**src/rtl/mac_rx_frame_monitor_if.sv**
```systemverilog
// RX AXI-stream beat bundle from the GTF MAC into the frame monitor.
// The MAC side drives through master; the monitor samples through slave.
interface mac_rx_frame_monitor_if #(
  parameter int DATA_WIDTH = 64
);
  logic                  rxaxistvalid;
  logic [DATA_WIDTH-1:0] rxaxistdata;
  logic [7:0]            rxaxistlast;
  logic [1:0]            rxaxissof;
  logic                  rxaxisterr;
  logic [7:0]            pre_data_in;

  modport master (
    output rxaxistvalid, rxaxistdata, rxaxistlast, rxaxissof, rxaxisterr, pre_data_in
  );
  modport slave (
    input  rxaxistvalid, rxaxistdata, rxaxistlast, rxaxissof, rxaxisterr, pre_data_in
  );
endinterface

```
**src/rtl/mac_rx_frame_monitor.sv**
```systemverilog
// MAC RX frame monitor: delimits frames, checks preamble/structure, feeds the PRBS checker, keeps stats.
// All outputs registered (1 rxclk), no back-pressure; MAC_RX_TIMEOUT_EN adds a mid-frame idle timeout.
module mac_rx_frame_monitor #(
  parameter int         DATA_WIDTH   = 64,
  parameter logic [7:0] PREABLE_BYTE = 8'd3,
  parameter int         MIN_BEATS    = 2,
  parameter int         CNT_WIDTH    = 32,
  parameter int         TIMEOUT      = 255
) (
  input  logic                  rxclk,
  input  logic                  rxrst,
  input  logic                  sync,
  mac_rx_frame_monitor_if.slave rx,
  output logic                  chk_en,
  output logic [DATA_WIDTH-1:0] chk_data,
  output logic                  in_frame,
  output logic                  frame_done,
  output logic [CNT_WIDTH-1:0]  frame_cnt,
  output logic [CNT_WIDTH-1:0]  err_cnt,
  output logic [4:0]            err_flags
);
  typedef enum logic [1:0] {IDLE, DATA, DRAIN} state_e;

  localparam int            BW    = $clog2(MIN_BEATS + 1);
  localparam logic [BW-1:0] MIN_B = BW'(MIN_BEATS);

  state_e                state_q, state_d;
  logic [BW-1:0]         beats_q, beats_d, end_beats;
  logic                  frm_err_q, frm_err_d;
  logic                  chk_en_q, chk_en_d;
  logic                  done_q, done_d;
  logic [DATA_WIDTH-1:0] chk_data_q;
  logic [CNT_WIDTH-1:0]  frame_cnt_q, frame_cnt_d;
  logic [CNT_WIDTH-1:0]  err_cnt_q, err_cnt_d;
  logic [4:0]            flags_q, flags_d, flag_set;
  logic                  end_vld, end_err_in, errored, good_inc;
  logic [1:0]            err_inc;
  logic                  last_any, last_multi, full_beat, bad_pre;
`ifdef MAC_RX_TIMEOUT_EN
  localparam int IW = $clog2(TIMEOUT + 1);
  logic [IW-1:0] idle_q, idle_d;
`endif

  function automatic logic [CNT_WIDTH-1:0] sat_add(input logic [CNT_WIDTH-1:0] c,
                                                   input logic [1:0]           inc);
    logic [CNT_WIDTH:0] s;
    s = {1'b0, c} + {{(CNT_WIDTH-1){1'b0}}, inc};
    return s[CNT_WIDTH] ? '1 : s[CNT_WIDTH-1:0];
  endfunction

  assign last_any   = |rx.rxaxistlast;
  assign last_multi = (rx.rxaxistlast & (rx.rxaxistlast - 8'd1)) != 8'd0;
  assign full_beat  = !last_any || (rx.rxaxistlast == 8'h80);
  assign bad_pre    = rx.pre_data_in != PREABLE_BYTE;

  always_comb begin
    state_d    = state_q;
    beats_d    = beats_q;
    frm_err_d  = frm_err_q;
    chk_en_d   = 1'b0;
    done_d     = 1'b0;
    flag_set   = '0;
    err_inc    = 2'd0;
    good_inc   = 1'b0;
    end_vld    = 1'b0;
    end_beats  = beats_q;
    end_err_in = frm_err_q;
    errored    = 1'b0;
`ifdef MAC_RX_TIMEOUT_EN
    idle_d     = idle_q;
`endif
    if (rx.rxaxistvalid) begin
`ifdef MAC_RX_TIMEOUT_EN
      idle_d = '0;
`endif
      if (rx.rxaxissof[0]) begin
        // A SOF inside a frame closes the old frame as errored, then restarts.
        if (state_q == DATA) begin
          flag_set[0] = 1'b1;
          done_d      = 1'b1;
          err_inc     = 2'd1;
        end
        flag_set[1] = bad_pre;
        frm_err_d   = bad_pre;
        beats_d     = BW'(1);
        chk_en_d    = full_beat;
        end_beats   = BW'(1);
        end_err_in  = bad_pre;
        end_vld     = last_any;
        state_d     = last_any ? IDLE : DATA;
      end else begin
        unique case (state_q)
          IDLE: begin
            flag_set[0] = 1'b1;
            state_d     = last_any ? IDLE : DRAIN;
          end
          DATA: begin
            beats_d   = (beats_q < MIN_B) ? beats_q + BW'(1) : beats_q;
            chk_en_d  = full_beat;
            end_beats = beats_d;
            end_vld   = last_any;
            if (last_any) state_d = IDLE;
          end
          default: if (last_any) state_d = IDLE;
        endcase
      end
    end
`ifdef MAC_RX_TIMEOUT_EN
    else if (state_q == DATA) begin
      if (idle_q == IW'(TIMEOUT - 1)) begin
        flag_set[4] = 1'b1;
        done_d      = 1'b1;
        err_inc     = 2'd1;
        state_d     = IDLE;
        idle_d      = '0;
      end else begin
        idle_d = idle_q + IW'(1);
      end
    end
`endif
    if (end_vld) begin
      flag_set[2] = end_beats < MIN_B;
      flag_set[3] = rx.rxaxisterr;
      flag_set[0] = flag_set[0] | last_multi;
      errored     = end_err_in | (end_beats < MIN_B) | rx.rxaxisterr | last_multi;
      done_d      = 1'b1;
      if (errored) err_inc  = err_inc + 2'd1;
      else         good_inc = 1'b1;
    end
    frame_cnt_d = sync ? '0 : sat_add(frame_cnt_q, {1'b0, good_inc});
    err_cnt_d   = sync ? '0 : sat_add(err_cnt_q, err_inc);
    flags_d     = sync ? '0 : (flags_q | flag_set);
  end

  always_ff @(posedge rxclk or posedge rxrst) begin
    if (rxrst) begin
      state_q     <= IDLE;
      beats_q     <= '0;
      frm_err_q   <= 1'b0;
      chk_en_q    <= 1'b0;
      done_q      <= 1'b0;
      chk_data_q  <= '0;
      frame_cnt_q <= '0;
      err_cnt_q   <= '0;
      flags_q     <= '0;
`ifdef MAC_RX_TIMEOUT_EN
      idle_q      <= '0;
`endif
    end else begin
      state_q     <= state_d;
      beats_q     <= beats_d;
      frm_err_q   <= frm_err_d;
      chk_en_q    <= chk_en_d;
      done_q      <= done_d;
      chk_data_q  <= rx.rxaxistdata;
      frame_cnt_q <= frame_cnt_d;
      err_cnt_q   <= err_cnt_d;
      flags_q     <= flags_d;
`ifdef MAC_RX_TIMEOUT_EN
      idle_q      <= idle_d;
`endif
    end
  end

  assign chk_en     = chk_en_q;
  assign chk_data   = chk_data_q;
  assign in_frame   = (state_q == DATA);
  assign frame_done = done_q;
  assign frame_cnt  = frame_cnt_q;
  assign err_cnt    = err_cnt_q;
  assign err_flags  = flags_q;
endmodule

```
**src/flat_wrapper.sv**
```systemverilog
// flat-port wrapper written by rule: the top's interface ports become plain ports
module mac_rx_frame_monitor_flat 
#(
  parameter int         DATA_WIDTH   = 64,
  parameter logic [7:0] PREABLE_BYTE = 8'd3,
  parameter int         MIN_BEATS    = 2,
  parameter int         CNT_WIDTH    = 32,
  parameter int         TIMEOUT      = 255
)
  (rxclk, rxrst, sync, chk_en, chk_data, in_frame, frame_done, frame_cnt, err_cnt, err_flags, rx_rxaxistvalid, rx_rxaxistdata, rx_rxaxistlast, rx_rxaxissof, rx_rxaxisterr, rx_pre_data_in);
  mac_rx_frame_monitor_if #(.DATA_WIDTH(DATA_WIDTH)) rx_i ();
  input  logic rxclk;
  input  logic rxrst;
  input  logic sync;
  output logic chk_en;
  output logic [DATA_WIDTH-1:0] chk_data;
  output logic in_frame;
  output logic frame_done;
  output logic [CNT_WIDTH-1:0] frame_cnt;
  output logic [CNT_WIDTH-1:0] err_cnt;
  output logic [4:0] err_flags;
  input wire logic [$bits(rx_i.rxaxistvalid)-1:0] rx_rxaxistvalid;
  input wire logic [$bits(rx_i.rxaxistdata)-1:0] rx_rxaxistdata;
  input wire logic [$bits(rx_i.rxaxistlast)-1:0] rx_rxaxistlast;
  input wire logic [$bits(rx_i.rxaxissof)-1:0] rx_rxaxissof;
  input wire logic [$bits(rx_i.rxaxisterr)-1:0] rx_rxaxisterr;
  input wire logic [$bits(rx_i.pre_data_in)-1:0] rx_pre_data_in;
  assign rx_i.rxaxistvalid = rx_rxaxistvalid;
  assign rx_i.rxaxistdata = rx_rxaxistdata;
  assign rx_i.rxaxistlast = rx_rxaxistlast;
  assign rx_i.rxaxissof = rx_rxaxissof;
  assign rx_i.rxaxisterr = rx_rxaxisterr;
  assign rx_i.pre_data_in = rx_pre_data_in;
  mac_rx_frame_monitor #(.DATA_WIDTH(DATA_WIDTH), .PREABLE_BYTE(PREABLE_BYTE), .MIN_BEATS(MIN_BEATS), .CNT_WIDTH(CNT_WIDTH), .TIMEOUT(TIMEOUT)) u_core (.rxclk(rxclk), .rxrst(rxrst), .sync(sync), .rx(rx_i), .chk_en(chk_en), .chk_data(chk_data), .in_frame(in_frame), .frame_done(frame_done), .frame_cnt(frame_cnt), .err_cnt(err_cnt), .err_flags(err_flags));
endmodule
```
**config.mk**
```make
export PLATFORM = sky130hd
export DESIGN_NAME = mac_rx_frame_monitor_flat
export DESIGN_NICKNAME = d
export VERILOG_FILES = /design/src/rtl/mac_rx_frame_monitor_if.sv /design/src/rtl/mac_rx_frame_monitor.sv /design/src/flat_wrapper.sv
export SDC_FILE = /design/constraint.sdc
export NUM_CORES = 1
export LEC_CHECK = 0
export CORE_UTILIZATION = 48
export CTS_BUF_LIST = sky130_fd_sc_hd__clkbuf_8
export CTS_CLUSTER_DIAMETER = 200
export DETAILED_ROUTE_END_ITERATION = 16
export GPL_TIMING_DRIVEN = 0
export PLACE_DENSITY = 0.93
export SYNTH_ARGS = -nofsm -noshare
export SYNTH_HDL_FRONTEND = slang
export SYNTH_SLANG_ARGS = --single-unit
```
**constraint.sdc**
```tcl
create_clock -name rxclk -period 11.4 [get_ports rxclk]
set_clock_uncertainty 0.1 [all_clocks]
set_input_delay 1.71 -clock rxclk [delete_from_list [all_inputs] [get_ports rxclk]]
set_output_delay 1.71 -clock rxclk [all_outputs]
set_load 0.02 [all_outputs]
```
**Word level (Yosys, flattened, before mapping)**

Index checks and enable logic that the tools add are counted.

- $add $sub $neg: 5
- $lt $le $gt $ge: 2
- Equality and inequality tests: 3
- Muxes and demuxes: 39
- Bitwise gates (word level): 6
- Reduce and logical (&&, ||, !) cells: 7

Operators by type and width:

| operator | number |
|---|---|
| 32-bit 2-to-1 mux | 4 |
| 32-bit by 1-bit adder with 33-bit output | 1 |
| 32-bit by 2-bit adder with 33-bit output | 1 |
| 2-bit 2-to-1 mux | 14 |
| 1-bit 2-to-1 mux | 20 |
| 8-bit bitwise AND | 1 |
| 8-bit == test (second input constant) | 1 |
| 8-bit by 2-bit inequality test with 1-bit output (second input constant) | 1 |
| 8-bit nonzero test | 1 |
| 8-bit OR reduction | 1 |
| 8-bit by 1-bit subtractor with 8-bit output (second input constant) | 1 |
| 5-bit 2-to-1 mux | 1 |
| 5-bit by 4-bit OR with 5-bit output | 1 |
| 2-bit by 1-bit adder with 2-bit output (second input constant) | 2 |
| 2-bit < comparator (second input constant) | 2 |
| 1-bit OR | 4 |
| 3-bit nonzero test | 1 |
| 2-bit by 1-bit == test with 1-bit output (second input constant) | 1 |
| 2-bit logical NOT | 1 |
| 2-bit AND reduction | 1 |
| 1-bit logical NOT | 1 |
| 1-bit logical OR | 1 |

- Register bits: 140
- Output and inout port bits: 136

**Longest topological paths before layout**

Gate-level depths: netlist (run 1).

- Depth after elaboration: 14
- Mapped depth: 18
- Mapped depth without buffers: 15

**Worst setup path after synthesis (run 1)**

Ideal clock, no wire load.

- Kind: input -> register
- Start: input rx_rxaxistlast[0]
- End: register u_core.err_cnt_q[6] (netlist: u_core.err_cnt[6])
- Arrival time: 5558 ps
- Required time: 11222 ps
- Setup slack: 5664 ps
- Stages on the path: 17
- Cell sequence: or4_4 a2111oi_4 o32ai_1 or4_4 ha_1 nand2_1 o21ai_0 ha_1 inv_1 fa_1 nand4b_1 nor3_2 and3_1 buf_2 nand3_2 buf_2 a21oi_1

- Longest elaborated chain between the ends: 9
- Elaborated cells on any way between the ends: 13

RTL lines:

| what | line | text |
|---|---|---|
| from (decl) | flat_wrapper.sv:24 | `input wire logic [$bits(rx_i.rxaxistlast)-1:0] rx_rxaxistlast;` |
| 8-bit by 1-bit subtractor with 8-bit output | mac_rx_frame_monitor.sv:52 | `assign last_multi = (rx.rxaxistlast & (rx.rxaxistlast - 8'd1)) != 8'd0;` |
| 8-bit bitwise AND | mac_rx_frame_monitor.sv:52 |  |
| 8-bit nonzero test | mac_rx_frame_monitor.sv:52 |  |
| 1-bit OR | mac_rx_frame_monitor.sv:125 | `errored = end_err_in \| (end_beats < MIN_B) \| rx.rxaxisterr \| last_multi;` |
| 2-bit 2-to-1 mux | mac_rx_frame_monitor.sv:127 | `if (errored) err_inc = err_inc + 2'd1;` |
| 2-bit 2-to-1 mux (*) | mac_rx_frame_monitor.sv:121 | `if (end_vld) begin` |
| 32-bit by 2-bit adder with 33-bit output (*) | mac_rx_frame_monitor.sv:47 | `s = {1'b0, c} + {{(CNT_WIDTH-1){1'b0}}, inc};` |
| 32-bit 2-to-1 mux (*) | mac_rx_frame_monitor.sv:48 | `return s[CNT_WIDTH] ? '1 : s[CNT_WIDTH-1:0];` |
| 32-bit 2-to-1 mux (*) | mac_rx_frame_monitor.sv:131 | `err_cnt_d = sync ? '0 : sat_add(err_cnt_q, err_inc);` |
| net u_core.err_cnt_d[6] | mac_rx_frame_monitor.sv:34 | `logic [CNT_WIDTH-1:0] err_cnt_q, err_cnt_d;` |
| to (signal assigned) | mac_rx_frame_monitor.sv:157 | `err_cnt_q <= err_cnt_d;` |
| to (decl) | mac_rx_frame_monitor.sv:34 |  |

Mark *: on every way through the listed nets, which the timed path passes. The rest lies on a longest branch.
A chain may end at the register's enable or synchronous reset.

**Worst setup path after layout (run 1)**

- Start: input rx_rxaxistlast[1]
- End: register u_core.err_cnt_q[17] (netlist: u_core.err_cnt[17])

Same word-level chain as after synthesis.

==> metrics.txt, run 1 <==
GRT Resource Usage Total 0.2920; Inserted Clock Buffers 17; fmax 146.5 MHz; Leak 3.550 nW; Layout area overhead 50.30%; DRC viols 0; largest family of logic cells by synthesized area simple AND/OR/NAND/NOR gates; CTS resizes 0; Distinct cells, synth 53; via density per instance 5.563; Peak VDD IR 0.1024 mV; WL/cell 19.37 µm; worst min path class reg -> reg; GPL Wtd Cong 0.9284; postcts setup bufs 0; hpwl dp 11590 µm; Post-Syn Area per Cell 11.83 µm²; Final Setup Violations 0; Congestion Overflow GR 0; Clock Pin Slew Worst Setup and Hold Paths 80 ps; final wirelength 16790 µm; Critical Path RT 11650 ps; relative slew slack 0.5848; Hold-fix buffers, CTS 0; Final Hold Viols 0; Sink Count 139; Worst setup endpoint u_core.err_cnt[17]; CP startpoint kind input port; FF+latch count, synth 139; simple-gate area share of the yosys netlist 0.1659; port bufs 218; nets 804; reg2reg setup slack 6740 ps; CTS tree built; Synth Area in Compound Gates 0.09345; final max-slew violation count 0; die height 110.0 µm; Synth Area in XOR/XNOR 0.07825; design area 8412 µm²; Max Cap Viol 0; final worst path period need 6826 ps; synthesized net count 566; Crit Reg-Reg Endpoint u_core.err_cnt[17]; ys flop type dfrtp_1; global-route wire length before repair 25650 µm; setup repair after global routing missed its margin no; cells after synthesis 473; DR iter-0 viols 278; multiplexer share of the synthesized area 0.002012; setup TNS 0 ps; Crit. End Element flop; Post-synth EDFFs 0; die area 12100 µm²; crit path DAT 7080 ps; root buf cell clkbuf_8; Crit Path Class in -> reg; I/O pin cnt 223; Post-Syn Area 5597 µm²; Worst-Margin Slew 618.1 ps; Tcrit/Tclk final 0.5988; Antenna diodes 0; PwrDens 124.6 nW/µm²; sequential area share after synthesis 0.6215; DP Area 7990 µm²; 1st-pass router iterations 4; vias in the first global route 4985; worst r2r path cells 17; Worst setup startpoint rx_rxaxistlast[1]; Clk Latency, worst-skew pair 450 ps; Ys Warns 0; Post-DRT Antenna Nets 0; share of cells above drive strength 1 0.07597; starting density of the core 0.4922; via count 4823; Crit Path Max Fanout 10; die width 110.0 µm; clock buffer depth 2; largest net degree at the start of global routing 91; initial antenna violation count 0; r2r startpoint u_core.state_q[0]; row cnt 39; H-tree levels 4; status complete, no violations; adder-cell share of the synthesized area 0.01654; Async SR Flop Fraction 1.000; core box area 11370 µm²
## per-layer routing
layer	track usage	routed length, µm
met1	0.3165	5924
met2	0.5022	8830
met3	0.09935	1294
met4	0.1590	744
met5	0	0
## area by class of cell
type	instances	area, µm²
plain buffers	17	72.57
clock buffers	20	275.3
repair buffers	219	2210
flip-flops and latches	139	3478
clock inverters	12	146.4
multi-input cells	304	1997
inverters	13	53.80
well taps	143	178.9
fillers	737	2958
## through the flow
step                      instances  hold slack, ps  total power [mW]  utilization  setup WS [ps]
after floorplan                 473           350.7            0.5640            -           5664
after global placement          834           370.0            0.6288       0.6999           4261
after detailed placement        835           385.1            0.6352       0.7028           4430
after CTS                       867           408.3             1.055       0.7398           4707
after global routing            867           435.2             1.079       0.7398           4467
final                           867           415.0             1.048       0.7398           4574
## cell families after synthesis
kind of cell             count (synthesis)
buffers and inverters                   30
XOR/XNOR                                50
adder cells (fa/ha/maj)                  7
AND/OR/NAND/NOR                        158
AO/OA/AOI/OAI                           87
multiplexers                             1
flip-flops                             139
other                                    1
## critical path, stage by stage
cell and delay (ps):
clkdlybuf4s50_1 490, or4_4 620, a2111oi_2 430, o32ai_1 220, or4_4 460, ha_1 300, nand2_1 50, o21ai_0 130
ha_1 230, inv_1 60, fa_1 410, nand4b_1 390, nor3_2 450, and3_1 210, buf_2 190, nand3_2 230
buf_2 270, a21oi_1 230
## power by group
group | total (mW) | internal, mW | switching [mW] | leakage, nW
Sequential | 0.516 | 0.509 | 0.00720 | 1.78
Clock | 0.421 | 0.232 | 0.189 | 0.216
Combinational | 0.112 | 0.0563 | 0.0555 | 1.56
## Yosys cell counts, types with 4 or more instances
cell	number	share of area
dfrtp_1	139	0.62
and4_1	4	0.0063
nor2_1	26	0.017
and2_1	4	0.0045
ha_1	5	0.011
clkbuf_1	12	0.0080
nand2b_1	4	0.0045
inv_1	13	0.0087
nor4_1	8	0.0089
xor2_1	32	0.050
nand2_1	36	0.024
and3_1	12	0.013
o21ai_0	4	0.0036
nand3_1	20	0.018
xnor2_1	18	0.028
nor3_1	7	0.0063
buf_2	4	0.0036
a21oi_1	61	0.055
nand4_1	12	0.013
a31oi_1	7	0.0078
## worst min path at each step
| stage | from | end | slack [ps] | depth (start not counted) |
|---|---|---|---|---|
| after global routing | u_core.frm_err_q | u_core.frm_err_q | 440 | 1 |
| after CTS | u_core.err_flags[1] | u_core.err_flags[1] | 410 | 2 |
| after detailed placement | u_core.frm_err_q | u_core.frm_err_q | 390 | 1 |
| after floorplan | u_core.frm_err_q | u_core.frm_err_q | 350 | 1 |
| final | u_core.err_flags[1] | u_core.err_flags[1] | 420 | 2 |
| after global placement | u_core.frm_err_q | u_core.frm_err_q | 370 | 1 |
## flip-flops by register name (all words and copies together) (netlist names)
signal and cells:
u_core.chk_data 64, u_core.err_cnt 32, u_core.frame_cnt 32, u_core.err_flags 4, u_core.beats_q 2, u_core.state_q 2
u_core.chk_en 1, u_core.frame_done 1, u_core.frm_err_q 1
## cell usage in the layout (no fill, tap or decap), drive strengths merged, types with 6 or more instances in the layout
master / count
a21oi: 61
a31oi: 7
and3: 12
buf: 6
clkbuf: 32
clkdlybuf4s50: 218
clkinv: 6
dfrtp: 139
inv: 14
nand2: 36
nand3: 22
nand4: 15
nor2: 27
nor3: 9
nor4: 9
xnor2: 18
xor2: 32
(Power assumes the default switching activity.)
==> run 2, diff against run 1 <==
- CORE_UTILIZATION: 48 -> 41
- PLACE_DENSITY: 0.93 -> 0.85
- clock period: 11.4 -> 5.7 ns (I/O delays scaled with it)
==> run 2 against run 1 <==
- core utilization is 10 points lower
- power increased by 97%
- global-route usage down 7.5 points
- setup slack lost 4300 ps
- count of clock-buffer cells in the layout stayed put
- critical path type unchanged
- largest cell class unchanged
- highest routed layer unchanged
==> metrics.txt, run 2 (same netlist as run 1, synthesis figures left out) <==
nets 806 (was 804); GRT busiest layer met2 (unchanged); 1st-pass router iterations 4 (unchanged); H-tree levels 4 (unchanged); via count 4584 (was 4823); met3 Usage GRT 0.07088 (was 0.09935); most common cell after layout, fill and taps aside clkdlybuf4s50_1 (unchanged); Layout area overhead 51.44% (was 50.30%); Tot Pwr 2.063 mW (was 1.048 mW); vias in the first global route 4809 (was 4985); design area 8476 µm² (was 8412 µm²); Hold-fix buffers, CTS 0 (unchanged); CP startpoint kind input port (unchanged); starting density of the core 0.4209 (was 0.4922); M2 GR Usage 0.3823 (was 0.5022); DRC viols 0 (unchanged); Critical Path RT 5940 ps (was 11650 ps); fmax 185.1 MHz; Clock Pin Slew Worst Setup and Hold Paths 80 ps (about the same); hpwl dp 10820 µm (was 11590 µm); Clk Latency, worst-skew pair 430 ps (was 450 ps); die width 118.8 µm (was 110.0 µm); relative slew slack 0.5705 (was 0.5848); port bufs 218 (unchanged); Crit Path Class in -> reg (unchanged); Final Setup Violations 0 (unchanged); DP Area 8031 µm² (was 7990 µm²); Crit Path Max Fanout 10 (unchanged); GPL Wtd Cong 0.8489 (was 0.9284); worst min path class reg -> reg (unchanged); worst r2r path cells 17 (unchanged); Peak VDD IR 0.2324 mV (was 0.1024 mV); crit path DAT 5650 ps (was 7080 ps); largest net degree at the start of global routing 101 (was 91); DR iter-0 viols 216 (was 278); setup TNS 0 ps (unchanged); Sink Count 139 (unchanged); CTS tree built (unchanged); final wirelength 14780 µm (was 16790 µm); global-route wire length before repair 23830 µm (was 25650 µm); Worst-Margin Slew 639.5 ps (was 618.1 ps); Tcrit/Tclk final 0.9476; setup repair after global routing missed its margin no (unchanged); Max Cap Viol 0 (unchanged); Inserted Clock Buffers 17 (unchanged); GRT Resource Usage Total 0.2173 (was 0.2920); met1 usage in global routing 0.2482 (was 0.3165); initial antenna violation count 0 (unchanged); clock buffer depth 2 (unchanged); via density per instance 5.082 (was 5.563); Congestion Overflow GR 0 (unchanged); row cnt 42 (was 39); number of flip-flops in the largest register 64 (unchanged); final max-slew violation count 0 (unchanged); PwrDens 243.4 nW/µm² (was 124.6 nW/µm²); die height 118.8 µm (was 110.0 µm); die area 14120 µm² (was 12100 µm²); Final Hold Viols 0 (unchanged); final worst path period need 5401 ps; Antenna diodes 0 (unchanged); Leak 3.568 nW (was 3.550 nW); I/O pin cnt 223 (unchanged); core box area 13300 µm² (was 11370 µm²); hold path depth 2 (unchanged); status complete, no violations (unchanged); WL/cell 16.39 µm (was 19.37 µm); most frequent cells in the layout 218 x clkdlybuf4s50_1, 139 x dfrtp_1, 61 x a21oi_1 (unchanged); share of cells above drive strength 1 0.08127 (was 0.07597); Post-DRT Antenna Nets 0 (unchanged); Crit. End Element flop (unchanged); root buf cell clkbuf_8 (unchanged)
==> run 2: metrics by stage <==
| step | std cells | hold WS, ps | setup slack [ps] | utilization |
|---|---|---|---|---|
| floorplan | 473 | 350.7 | 818.7 | - |
| global placement | 867 | 379.8 | -625.1 | 0.6016 |
| detailed placement | 868 | 388.2 | -242.7 | 0.6041 |
| CTS | 900 | 426.6 | 172.8 | 0.6349 |
| global route | 902 | 449.7 | 79.68 | 0.6375 |
| finish | 902 | 428.0 | 298.7 | 0.6375 |
==> run 2: layout make-up <==
cell class              count  area [µm²]
multi-input cells         304        2017
inverters                  13       53.80
fillers                   980        4820
well taps                 176       220.2
clock buffers              20       275.3
repair buffers            221        2225
flip-flops and latches    139        3478
plain buffers              17       72.57
clock inverters            12       133.9
==> run 2: path summary, 6_finish.rpt <==
kind / from / end / slack, ps
worst max-delay path: rx_rxaxistlast[0] / u_core.err_cnt[8] / 300
worst min-delay path: u_core.err_flags[3] / u_core.err_flags[3] / 430
worst max register to register: u_core.state_q[1] / u_core.err_cnt[8] / 1350
worst min register to register: u_core.err_flags[3] / u_core.err_flags[3] / 430
max in group asynchronous: rxrst / u_core.chk_data[6] / 3980
min in group asynchronous: rxrst / u_core.chk_data[48] / 700
==> run 2: critical path, stage by stage <==
cell and delay, ps:
clkdlybuf4s50_1 440, or4_4 610, a2111oi_4 360, o32ai_1 140, or4_4 440, ha_1 290
nand2_1 40, o21ai_0 90, ha_1 190, inv_1 60, fa_1 410, nand4b_1 380
nor3_4 360, and3_1 190, buf_2 220, nand3_4 170, buf_2 240, a21oi_1 170
==> run 2: report_power, final <==
part	internal [mW]	leakage [nW]	switching (mW)
Sequential	1.02	1.78	0.0126
Combinational	0.112	1.58	0.105
Clock	0.428	0.206	0.388
Total	1.56	3.57	0.506
==> run 2: routing by layer <==
layer  vias up  part of all wire  wire length (µm)
met2       153              0.53              7765
li1       2141                 -                 -
met5         -                 0                 0
met4         0             0.016               235
met1      2269              0.40              5945
met3        21             0.056               834
==> run 2: what timing repair did <==
action,4_1_cts,5_1_grt
endpoints found under the setup margin,0,20
resized for setup,0,3
buffers inserted,0,2
